## src/rtl/qs_srt_pkg.sv

```systemverilog
// Shared types for the qs_srt sort engine: bank lifecycle states.
package qs_srt_pkg;

    localparam int BANK_STATE_W = 3;

    typedef enum logic [BANK_STATE_W-1:0] {
        FREE     = 3'd0,
        FILLING  = 3'd1,
        READY    = 3'd2,
        SORTING  = 3'd3,
        SORTED   = 3'd4,
        DRAINING = 3'd5
    } bank_state_t;

endpackage

```

## src/rtl/qs_srt_bank_ptr.sv

```systemverilog
// Round-robin bank pointer: wraps modulo 2**BANK_W, advances only on inc_i.
module qs_srt_bank_ptr #(
    parameter int BANK_W = 2
) (
    input  logic              clk,
    input  logic              rst_n,
    input  logic              inc_i,
    output logic [BANK_W-1:0] ptr_o
);

    logic [BANK_W-1:0] ptr_q;
    logic [BANK_W-1:0] ptr_d;

    always_comb begin
        ptr_d = ptr_q;
        if (inc_i) begin
            ptr_d = ptr_q + BANK_W'(1);
        end
    end

    always_ff @(posedge clk or negedge rst_n) begin
        if (!rst_n) begin
            ptr_q <= '0;
        end else begin
            ptr_q <= ptr_d;
        end
    end

    assign ptr_o = ptr_q;

endmodule

```

## src/rtl/qs_srt_bank_sched.sv

```systemverilog
// Bank ownership sequencer between ingress, sort engine and egress.
// Banks are issued round-robin so output order matches input order.
module qs_srt_bank_sched
    import qs_srt_pkg::*;
#(
    parameter int N_BANKS = 4,
    parameter int BANK_W  = $clog2(N_BANKS)
) (
    input  logic                          clk,
    input  logic                          rst_n,
    input  logic                          in_alloc_req,
    output logic                          in_alloc_gnt,
    output logic [BANK_W-1:0]             in_bank,
    input  logic                          in_cmpl,
    input  logic [BANK_W-1:0]             in_cmpl_bank,
    input  logic                          eng_await,
    output logic                          eng_await_gnt,
    output logic [BANK_W-1:0]             eng_bank,
    input  logic                          eng_done,
    output logic                          eng_busy,
    input  logic                          out_alloc_req,
    output logic                          out_alloc_gnt,
    output logic [BANK_W-1:0]             out_bank,
    input  logic                          out_cmpl,
    input  logic [BANK_W-1:0]             out_cmpl_bank,
    output logic [BANK_STATE_W*N_BANKS-1:0] bank_state,
    output logic                          err
);

    bank_state_t       state_q [N_BANKS];
    bank_state_t       state_d [N_BANKS];
    logic [BANK_W-1:0] in_ptr;
    logic [BANK_W-1:0] eng_ptr;
    logic [BANK_W-1:0] out_ptr;
    logic [BANK_W-1:0] eng_bank_q;
    logic [BANK_W-1:0] eng_bank_d;
    logic              eng_busy_q;
    logic              eng_busy_d;
    logic              err_q;
    logic              err_d;

    qs_srt_bank_ptr #(.BANK_W(BANK_W)) u_in_ptr (
        .clk   (clk),
        .rst_n (rst_n),
        .inc_i (in_alloc_gnt),
        .ptr_o (in_ptr)
    );

    qs_srt_bank_ptr #(.BANK_W(BANK_W)) u_eng_ptr (
        .clk   (clk),
        .rst_n (rst_n),
        .inc_i (eng_await_gnt),
        .ptr_o (eng_ptr)
    );

    qs_srt_bank_ptr #(.BANK_W(BANK_W)) u_out_ptr (
        .clk   (clk),
        .rst_n (rst_n),
        .inc_i (out_alloc_gnt),
        .ptr_o (out_ptr)
    );

    // Grants look only at registered state; an AWAIT while busy is illegal and never granted.
    assign in_alloc_gnt  = in_alloc_req && (state_q[in_ptr] == FREE);
    assign eng_await_gnt = eng_await && !eng_done && !eng_busy_q
                           && (state_q[eng_ptr] == READY);
    assign out_alloc_gnt = out_alloc_req && (state_q[out_ptr] == SORTED);

    always_comb begin
        state_d    = state_q;
        eng_bank_d = eng_bank_q;
        eng_busy_d = eng_busy_q;
        err_d      = err_q;

        if (in_alloc_gnt) begin
            state_d[in_ptr] = FILLING;
        end
        if (in_cmpl) begin
            if (state_q[in_cmpl_bank] == FILLING) begin
                state_d[in_cmpl_bank] = READY;
            end else begin
                err_d = 1'b1;
            end
        end

        if (eng_await_gnt) begin
            state_d[eng_ptr] = SORTING;
            eng_bank_d       = eng_ptr;
            eng_busy_d       = 1'b1;
        end
        if (eng_done) begin
            if (eng_busy_q) begin
                state_d[eng_bank_q] = SORTED;
                eng_busy_d          = 1'b0;
            end else begin
                err_d = 1'b1;
            end
        end
        if (eng_await && eng_busy_q && !eng_done) begin
            err_d = 1'b1;
        end

        if (out_alloc_gnt) begin
            state_d[out_ptr] = DRAINING;
        end
        if (out_cmpl) begin
            if (state_q[out_cmpl_bank] == DRAINING) begin
                state_d[out_cmpl_bank] = FREE;
            end else begin
                err_d = 1'b1;
            end
        end
    end

    always_ff @(posedge clk or negedge rst_n) begin
        if (!rst_n) begin
            for (int unsigned i = 0; i < N_BANKS; i++) begin
                state_q[i] <= FREE;
            end
            eng_bank_q <= '0;
            eng_busy_q <= 1'b0;
            err_q      <= 1'b0;
        end else begin
            state_q    <= state_d;
            eng_bank_q <= eng_bank_d;
            eng_busy_q <= eng_busy_d;
            err_q      <= err_d;
        end
    end

    always_comb begin
        bank_state = '0;
        for (int unsigned i = 0; i < N_BANKS; i++) begin
            bank_state[BANK_STATE_W*i +: BANK_STATE_W] = state_q[i];
        end
    end

    assign in_bank  = in_ptr;
    assign out_bank = out_ptr;
    assign eng_bank = eng_bank_q;
    assign eng_busy = eng_busy_q;
    assign err      = err_q;

endmodule
```

## config.mk

```make
export PLATFORM = sky130hd
export DESIGN_NAME = qs_srt_bank_sched
export DESIGN_NICKNAME = d
export VERILOG_FILES = /design/src/rtl/qs_srt_pkg.sv /design/src/rtl/qs_srt_bank_ptr.sv /design/src/rtl/qs_srt_bank_sched.sv
export SDC_FILE = /design/constraint.sdc
export NUM_CORES = 1
export LEC_CHECK = 0
export CELL_PAD_IN_SITES_DETAIL_PLACEMENT = 1
export CELL_PAD_IN_SITES_GLOBAL_PLACEMENT = 2
export CORE_MARGIN = 3
export CORE_UTILIZATION = 30
export DETAILED_ROUTE_END_ITERATION = 7
export PLACE_DENSITY = 0.86
export SYNTH_ARGS = -nofsm -noshare
export SYNTH_HDL_FRONTEND = slang
export SYNTH_SLANG_ARGS = --single-unit
export TNS_END_PERCENT = 50
```

## constraint.sdc

```tcl
create_clock -name clk -period 2.3 [get_ports clk]
set_input_delay 0.46 -clock clk [delete_from_list [all_inputs] [get_ports clk]]
set_output_delay 0.46 -clock clk [all_outputs]
set_load 0.01 [all_outputs]
```

# Yosys cells after proc, flatten, opt, wreduce, memory -nomap -nowiden
# Index checks and enable logic that the tools add are counted.
[classes] eq_ne=4 addsub=3 n_mux=46 reduce_logical=16 n_bitwise=23 magnitude_cmp=12
[ops] operator="two-way mux 12 bit" n=9
[ops] operator="two-way mux 3 bit" n=16
[ops] operator="demux 3 bit (select 2 bit)" n=6
[ops] operator="binary-select mux 3 bit (select 2 bit)" n=5
[ops] operator="AND 8 bit" n=3
[ops] operator="inverter 8 bit" n=3
[ops] operator=">= comparator 3 bit, second input constant" n=6
[ops] operator="less-than comparator 3 x 1 -> 1 bit, second input constant" n=6
[ops] operator="inverter 2 -> 3 bit" n=6
[ops] operator="bitwise OR 8 bit" n=2
[ops] operator="logical AND 1 bit" n=13
[ops] operator="AND 12 bit" n=1
[ops] operator="inverter 12 bit" n=1
[ops] operator="bitwise OR 4 bit" n=3
[ops] operator="two-way mux 1 bit" n=10
[ops] operator="AND 4 bit" n=2
[ops] operator="inverter 4 bit" n=2
[ops] operator="adder 2 x 1 -> 2 bit, second input constant" n=3
[ops] operator="equality test 3 bit, second input constant" n=2
[ops] operator="equality test 3 x 1 -> 1 bit, second input constant" n=1
[ops] operator="equality test 3 x 2 -> 1 bit, second input constant" n=1
[ops] operator="zero test 3 bit" n=1
[ops] operator="zero test 1 bit" n=2
[totals] out_inout_bits=23 elab_cells=114 in_bits=12 reg_bits=22

# Longest topological paths before layout
# Gate-level depths: netlist of run 1.
[depth] ltp_word=21 ltp_mapped=6 mapped_depth_nobuf=6

# Modules after synthesis
# Synthesis of run 1 repeated with hierarchy kept, for this count alone.
[hier_totals] cells_unflattened=154 area_unflattened_um2=1422.6
[modules_own_cells] module="qs_srt_bank_sched" n_inst=1 area_each_um2=1208.7 seq_area_each_um2=400.4 cells_per_inst=139
[modules_own_cells] module="qs_srt_bank_ptr" n_inst=3 area_each_um2=71.3 seq_area_each_um2=50.0 cells_per_inst=5

# Least setup slack after synthesis of run 1
# No wires, ideal clock.
[synth_path] path_type="register to output" start="reg state_q (netlist bit bank_state[0])" end="out eng_await_gnt" slack_ns=0.542 path_buffers=1 required_time_ns=1.840 path_stages_with_launch=5 arrival_time_ns=1.298 cell_sequence="dfrtp_1 nor4b_1 o31ai_1 nor2_4 buf_2"
[synth_via] elab_chain_len=5
[synth_rtl] element="start: declaration" line="qs_srt_bank_sched.sv:30" rtl="bank_state_t state_q [N_BANKS];"
[synth_rtl] element="start signal: assignment" line="qs_srt_bank_sched.sv:124" rtl="state_q <= state_d;"
[synth_rtl] element="binary-select mux 3 bit (select 2 bit)" line="qs_srt_bank_sched.sv:66" rtl="&& (state_q[eng_ptr] == READY);"
[synth_rtl] element="two-way mux 3 bit (not written as such) (2 in series)" line="qs_srt_bank_sched.sv:66"
[synth_rtl] element="equality test 3 x 2 -> 1 bit" line="qs_srt_bank_sched.sv:66"
[synth_rtl] element="logical AND 1 bit" line="qs_srt_bank_sched.sv:66"
[synth_rtl] element="end: declaration" line="qs_srt_bank_sched.sv:17" rtl="output logic eng_await_gnt,"
# Every way passes these cells. The select of a mux whose other input is x is not followed.

# Worst setup path after layout of run 1
[layout_path] start="reg state_q (netlist bit bank_state[5])" end="out out_alloc_gnt"
[layout_via] elab_chain_len=5
[layout_rtl] element="binary-select mux 3 bit (select 2 bit)" line="qs_srt_bank_sched.sv:67" rtl="assign out_alloc_gnt = out_alloc_req && (state_q[out_ptr] == SORTED);"
[layout_rtl] element="two-way mux 3 bit (not written as such) (2 in series)" line="qs_srt_bank_sched.sv:67"
[layout_rtl] element="equality test 3 bit" line="qs_srt_bank_sched.sv:67"
[layout_rtl] element="logical AND 1 bit" line="qs_srt_bank_sched.sv:67"
[layout_rtl] element="end: declaration" line="qs_srt_bank_sched.sv:22" rtl="output logic out_alloc_gnt,"
# Every way passes these cells. The select of a mux whose other input is x is not followed.

==> impl_metrics.py, run 1 <==
metrics = {
    "placed_design": {
        "dpl_cell_area_sq_mm": 0.00221,
        "dp_hpwl_um": 4500,
        "routability_congestion_estimate_from_global_placement": 0.827,
        "dp.cells": 308,
        "placement.io_buffers": 34,
    },
    "grt": {
        "initial_antenna_violation_count": 0,
        "wire_length_of_the_first_global_routing_pass_um": 9230,
        "globalRouteTotalUtil": 0.187,
        "largest_net_degree_at_the_start_of_global_routing": 23,
        "overflow": 0,
        "vias_in_the_first_global_route": 1785,
    },
    "layout": {
        "postLayoutCellArea_sq_mm": 0.00232,
        "final-instance-count-excl-fill": 311,
        "nets": 267,
        "commonest_non_fill_non_tap_cell_in_the_layout": "clkdlybuf4s50_1",
        "layout_common_cells": "clkdlybuf4s50_1 (31), buf_4 (25), nand2_1 (22)",
        "drive_above_1_share": 0.203,
        "area_growth_pct": 43.9,
        "antenna_cells_inserted": 0,
    },
    "logic_synthesis": {
        "synth.distinct_cells": 42,
        "synth_top_flop_cell": "dfrtp_1",
        "synth_area_sq_mm": 0.00161,
        "yosys_register_bits": 22,
        "syn-num-nets": 205,
        "synth-seq-area-share": 0.342,
        "postSynthAreaPerCell_sq_um": 8.90,
        "synth_edf_count": 0,
        "yosys_warnings": 0,
        "netlist_instances": 181,
        "async_flop_share": 1.00,
    },
    "sta": {
        "timing.final.crit_period_ns": 2.22,
        "setup_repair_after_global_routing_missed_its_margin": "true",
        "report.final.slew_viol_count": 0,
        "setup-violations-final": 0,
        "timing.setup.tns_ns": 0,
        "final.period_utilization": 0.963,
        "max-slew-margin-rel": 0.640,
        "fmax_mhz": 451,
        "hold_violations": 0,
        "worst_clock_skew_ns": 0.00737,
        "worst_pin_slew_ns": 0.536,
    },
    "setup_path": {
        "critPathMaxFanout": 6,
        "worstPathRequired_ns": 1.84,
        "worstSetupPathType": "reg -> out",
        "cp_num_cells": 4,
        "r2r_cells": 6,
        "end_kind": "output port",
        "worstPathCellList": "nor4b_2, o211a_1, or2_4, dlygate4sd2_1",
        "timing.rr.end": "bank_state[6]",
        "worst_reg2reg_startpoint": "u_in_ptr.ptr_o[0]",
        "r2r_slack_ns": 0.31,
        "critical_path_buf_inv_count": 1,
        "max_stage_delay_ns": 0.49,
        "timing.critical_path.arrival_ns": 1.76,
        "critPathTopFamily": "flip-flops",
        "setup.worst_path.start_class": "flop",
        "cp_slowest_cell": "dfrtp_1",
    },
    "outcome": {
        "status": "complete, no violations",
    },
    "floorplan": {
        "ios": 35,
        "initial_utilization": 0.314,
        "floorplan.die_area_sq_mm": 0.00629,
        "rows": 26,
        "die_height_um": 79.3,
        "die_w_um": 79.3,
        "core_area_sq_mm": 0.00514,
    },
    "clock_tree": {
        "cts_root_buffer": "clkbuf_8",
        "tritoncts_clock_tree": "yes",
        "insertion_delay_ns": 0.26,
        "numClockSinks": 22,
        "max-clock-path-buffers": 2,
        "post-cts-setup-buffers": 0,
        "worst_setup_hold_path_clk_slew_ns": 0.09,
        "total_number_of_h_tree_levels": 1,
        "tritoncts.num_buffers": 3,
    },
    "hold_path": {
        "hold_start": "err",
        "min_path_type": "reg -> reg",
        "destination_of_the_worst_hold_path": "err",
        "worst_hold_path.num_cells": 1,
    },
    "routing": {
        "drtPass1Iterations": 4,
        "detail_route.wirelength_um": 5560,
        "detailed_route_drc_error_count": 0,
        "post_drt_via_cell_ratio": 5.50,
        "detail_route.iter0.violations": 94,
        "dr_total_vias": 1712,
        "antenna_violating_nets_post_route": 0,
        "routedWlPerCell_um": 17.9,
    },
    "pwr": {
        "leakage_power_figure_nw": 1.01,
        "worst_ir_drop_vdd_uv": 484,
        "powerDensity_mw_per_mm2": 1290,
    },
    "flow_run": {
        "cap_viol_max_count": 0,
    },
}
## cells by family after synthesis
group | share of synthesized area
AOI/OAI and AO/OA | 0.212
buffers and inverters | 0.0427
xor gates and xnor gates | 0.0109
muxes | 0.0140
and+or+nand+nor | 0.286
adders and majority gates | 0.0932
DFF | 0.342
## worst max path at each step
stage	from	to	slack, ns
global placement	eng_await	eng_await_gnt	-0.1
detailed placement	eng_await	eng_await_gnt	-0.13
finish	bank_state[5]	out_alloc_gnt	0.08
global route	bank_state[4]	in_alloc_gnt	-0.006
CTS	bank_state[3]	in_alloc_gnt	0.03
floorplan	bank_state[0]	eng_await_gnt	0.54
## sequential cells by signal, summed over array words and instances, names as in the netlist
name             flops
u_in_ptr.ptr_o       2
eng_bank             2
eng_busy             1
err                  1
bank_state          12
u_out_ptr.ptr_o      2
u_eng_ptr.ptr_o      2
## synthesized netlist by cell type, types with 2 or more instances
master / instances / area [sq um]
dfrtp_1: 22 / 551
nand2_1: 22 / 82.6
inv_1: 14 / 52.6
ha_1: 12 / 150
nor2_1: 12 / 45.0
a21oi_1: 11 / 55.1
a31oi_1: 10 / 62.6
nor3_1: 7 / 35.0
a211o_1: 6 / 52.6
nor4_1: 6 / 37.5
o21ai_0: 6 / 30.0
nor4b_1: 5 / 43.8
nor4bb_1: 5 / 50.1
nand2b_1: 4 / 25.0
nand3_1: 3 / 15.0
o21ai_1: 3 / 15.0
a211o_2: 2 / 20.0
a311oi_2: 2 / 30.0
nor2b_1: 2 / 12.5
nor3b_1: 2 / 15.0
o211a_1: 2 / 20.0
o221ai_1: 2 / 17.5
xnor2_1: 2 / 17.5
## repair_timing
| action | in CTS | in global routing |
|---|---|---|
| hold buffers | 0 | 0 |
| resized for setup | 15 | 2 |
| endpoints found under the setup margin | 3 | 2 |
## final cells by class
type                       instances  area, sq um
timing repair buffer              59          524
sequential                        22          556
tap                               70         87.6
multi-input combinational        143         1060
inverter                          14         52.6
fill                             653         2820
clock buffer                       3         41.3
## through the flow
step	setup WS (ns)	hold slack, ns	utilization	power (mW)
6_report	0.0849	0.480	0.451	3.00
5_1_grt	-0.00589	0.511	0.451	3.23
4_1_cts	0.0336	0.486	0.451	3.01
3_5_place_dp	-0.131	0.465	0.430	2.67
3_3_place_gp	-0.0999	0.459	0.430	2.63
2_1_floorplan	0.542	0.164	-	1.69
## power breakdown
group	switching, mW	leakage (nW)	internal [mW]	total (mW)
Combinational	0.860	0.730	0.961	1.82
Sequential	0.350	0.261	0.574	0.924
Clock	0.134	0.0216	0.117	0.251
Total	1.34	1.01	1.65	3.00
## layer usage
metal / wire (um) / track usage / vias up
met5: 0 / 0 / -
met4: 19 / 0.0309 / 0
met3: 150 / 0.0170 / 2
met2: 2710 / 0.321 / 36
met1: 2690 / 0.258 / 873
li1: - / - / 801
## worst register-to-register path, stage by stage (launching register included)
cell      delay, ns
dfrtp_1        0.47
nor4_2         0.33
a311oi_2       0.10
buf_4          0.18
nor3_1         0.42
o221ai_1       0.22
a31oi_1        0.20
Power figures use the tool's default switching activity.
==> run 2, diff against run 1 <==
Settings changed: CORE_MARGIN 3 to default.
==> run 2 against run 1 <==
First-iteration DRC count shrank 22%. Core utilization up 1.9 points. Global-route usage grew 3.3 points. Maximum frequency grew 2.1%. Clock-buffer cell count stayed put. Clock skew increased by 0.00074 ns. Setup slack better by 0.045 ns. Flip-flop and latch count did not move. Largest power group unchanged.
==> impl_metrics.py, run 2 (same netlist as run 1, synthesis figures left out) <==
metrics = {
    "routing": {
        "routedWlPerCell_um": 17.7,
        "antenna_violating_nets_post_route": 0,
        "drtPass1Iterations": 4,
        "detailed_route_drc_error_count": 0,
        "detail_route.iter0.violations": 73,
        "post_drt_via_cell_ratio": 5.36,
        "dr_total_vias": 1700,
        "detail_route.wirelength_um": 5610,
    },
    "grt": {
        "wire_length_of_the_first_global_routing_pass_um": 9120,
        "overflow": 0,
        "globalRouteTotalUtil": 0.220,
        "initial_antenna_violation_count": 0,
        "vias_in_the_first_global_route": 1723,
        "largest_net_degree_at_the_start_of_global_routing": 23,
    },
    "floorplan": {
        "ios": 35,
        "floorplan.die_area_sq_mm": 0.00567,
        "core_area_sq_mm": 0.00514,
        "rows": 26,
        "initial_utilization": 0.314,
        "die_w_um": 75.3,
        "die_height_um": 75.3,
    },
    "layout": {
        "flip_flop_count_of_the_largest_register_after_layout": 12,
        "layout_common_cells": "clkdlybuf4s50_1 (31), buf_4 (30), nand2_1 (22)",
        "filler_cell_count": 631,
        "nets": 272,
        "commonest_non_fill_non_tap_cell_in_the_layout": "clkdlybuf4s50_1",
        "area_growth_pct": 50.0,
        "antenna_cells_inserted": 0,
        "drive_above_1_share": 0.235,
        "finish.utilization": 0.470,
    },
    "sta": {
        "final.hold.worst_slack_ns": 0.482,
        "report.final.slew_viol_count": 0,
        "hold_violations": 0,
        "setup_repair_after_global_routing_missed_its_margin": "false",
        "worst_clock_skew_ns": 0.00810,
        "timing.setup.tns_ns": 0,
        "fmax_mhz": 461,
        "setup-violations-final": 0,
        "max-slew-margin-rel": 0.596,
        "timing.final.crit_period_ns": 2.17,
        "worst_pin_slew_ns": 0.601,
        "final.period_utilization": 0.943,
    },
    "setup_path": {
        "worstSetupPathType": "reg -> out",
        "worst_reg2reg_startpoint": "u_in_ptr.ptr_o[0]",
        "timing.critical_path.arrival_ns": 1.71,
        "setup.worst_path.start_class": "flop",
        "critPathMaxFanout": 9,
        "end_kind": "output port",
        "cp-startpoint": "u_out_ptr.ptr_o[1]",
        "worstPathRequired_ns": 1.84,
    },
    "clock_tree": {
        "tritoncts_clock_tree": "yes",
        "numClockSinks": 22,
        "total_number_of_h_tree_levels": 1,
        "max-clock-path-buffers": 2,
        "cts_root_buffer": "clkbuf_8",
        "worst_setup_hold_path_clk_slew_ns": 0.09,
        "tritoncts.num_buffers": 3,
        "insertion_delay_ns": 0.26,
    },
    "placed_design": {
        "dp_hpwl_um": 4250,
        "routability_congestion_estimate_from_global_placement": 0.828,
        "placement.io_buffers": 34,
    },
    "pwr": {
        "leakage_power_figure_nw": 1.08,
        "power_mw": 3.22,
        "powerDensity_mw_per_mm2": 1330,
        "worst_ir_drop_vdd_uv": 558,
    },
    "flow_run": {
        "cap_viol_max_count": 0,
    },
    "outcome": {
        "status": "complete, no violations",
    },
    "hold_path": {
        "hold_start": "err",
        "min_path_type": "reg -> reg",
    },
}
[run 2: cell count changes in the layout (fill, tap and decap cells not counted), sizes merged]
cell	change
buf	+5
dlygate4sd2	-3
dlymetal6s2s	+2
bufinv	+1
clkdlybuf4s15	+1
[run 2: final timing paths]
kind,to,slack [ns],depth (start not counted)
max,out_alloc_gnt,0.13,4
max in group asynchronous,u_out_ptr.ptr_o[1],1.50,2
min in group asynchronous,eng_bank[0],0.55,2
min reg2reg,err,0.48,1
min,err,0.48,1
max reg2reg,bank_state[6],0.23,6
[run 2: stage by stage]
step | instances | instance area, sq um | setup WS (ns)
global route | 317 | 2420 | 0.0427
detailed placement | 311 | 2230 | -0.0997
finish | 317 | 2420 | 0.130
global placement | 311 | 2230 | -0.0976
floorplan | 181 | 1610 | 0.542
CTS | 316 | 2350 | -0.159
[run 2: final cells by class]
cell class,count,area [sq um],share of cell area
multi-input cells,143,1080,0.446
repair buffers,64,571,0.236
well taps,70,87.6,0.0362
clock inverters,1,30.0,0.0124
flip-flops and latches,22,557,0.230
inverters,14,52.6,0.0217
clock buffers,3,41.3,0.0171
[run 2: worst max-delay path: stages, from the launching register on]
cell and delay, ns:
dfrtp_2 0.50, nor4bb_2 0.20, o211a_1 0.24, or2_4 0.26, clkdlybuf4s15_1 0.23
[run 2: metal layers]
layer,track usage,part of all wire,up-vias
li1,-,-,808
met1,0.304,0.48,846
met2,0.369,0.47,39
met3,0.0198,0.031,7
met4,0.0597,0.015,0
met5,0,0,-
[run 2: where the power goes]
part	internal (mW)	switching (mW)
sequential	0.575	0.325
combinational	1.03	0.926
clock	0.232	0.130
total	1.84	1.38
[run 2: what timing repair did]
| item | CTS | global route |
|---|---|---|
| hold buffers | 0 | 0 |
| gates resized for setup | 11 | 11 |
| pin swaps | 1 | 0 |
| endpoints found under the setup margin | 3 | 3 |
| setup buffers | 1 | 1 |
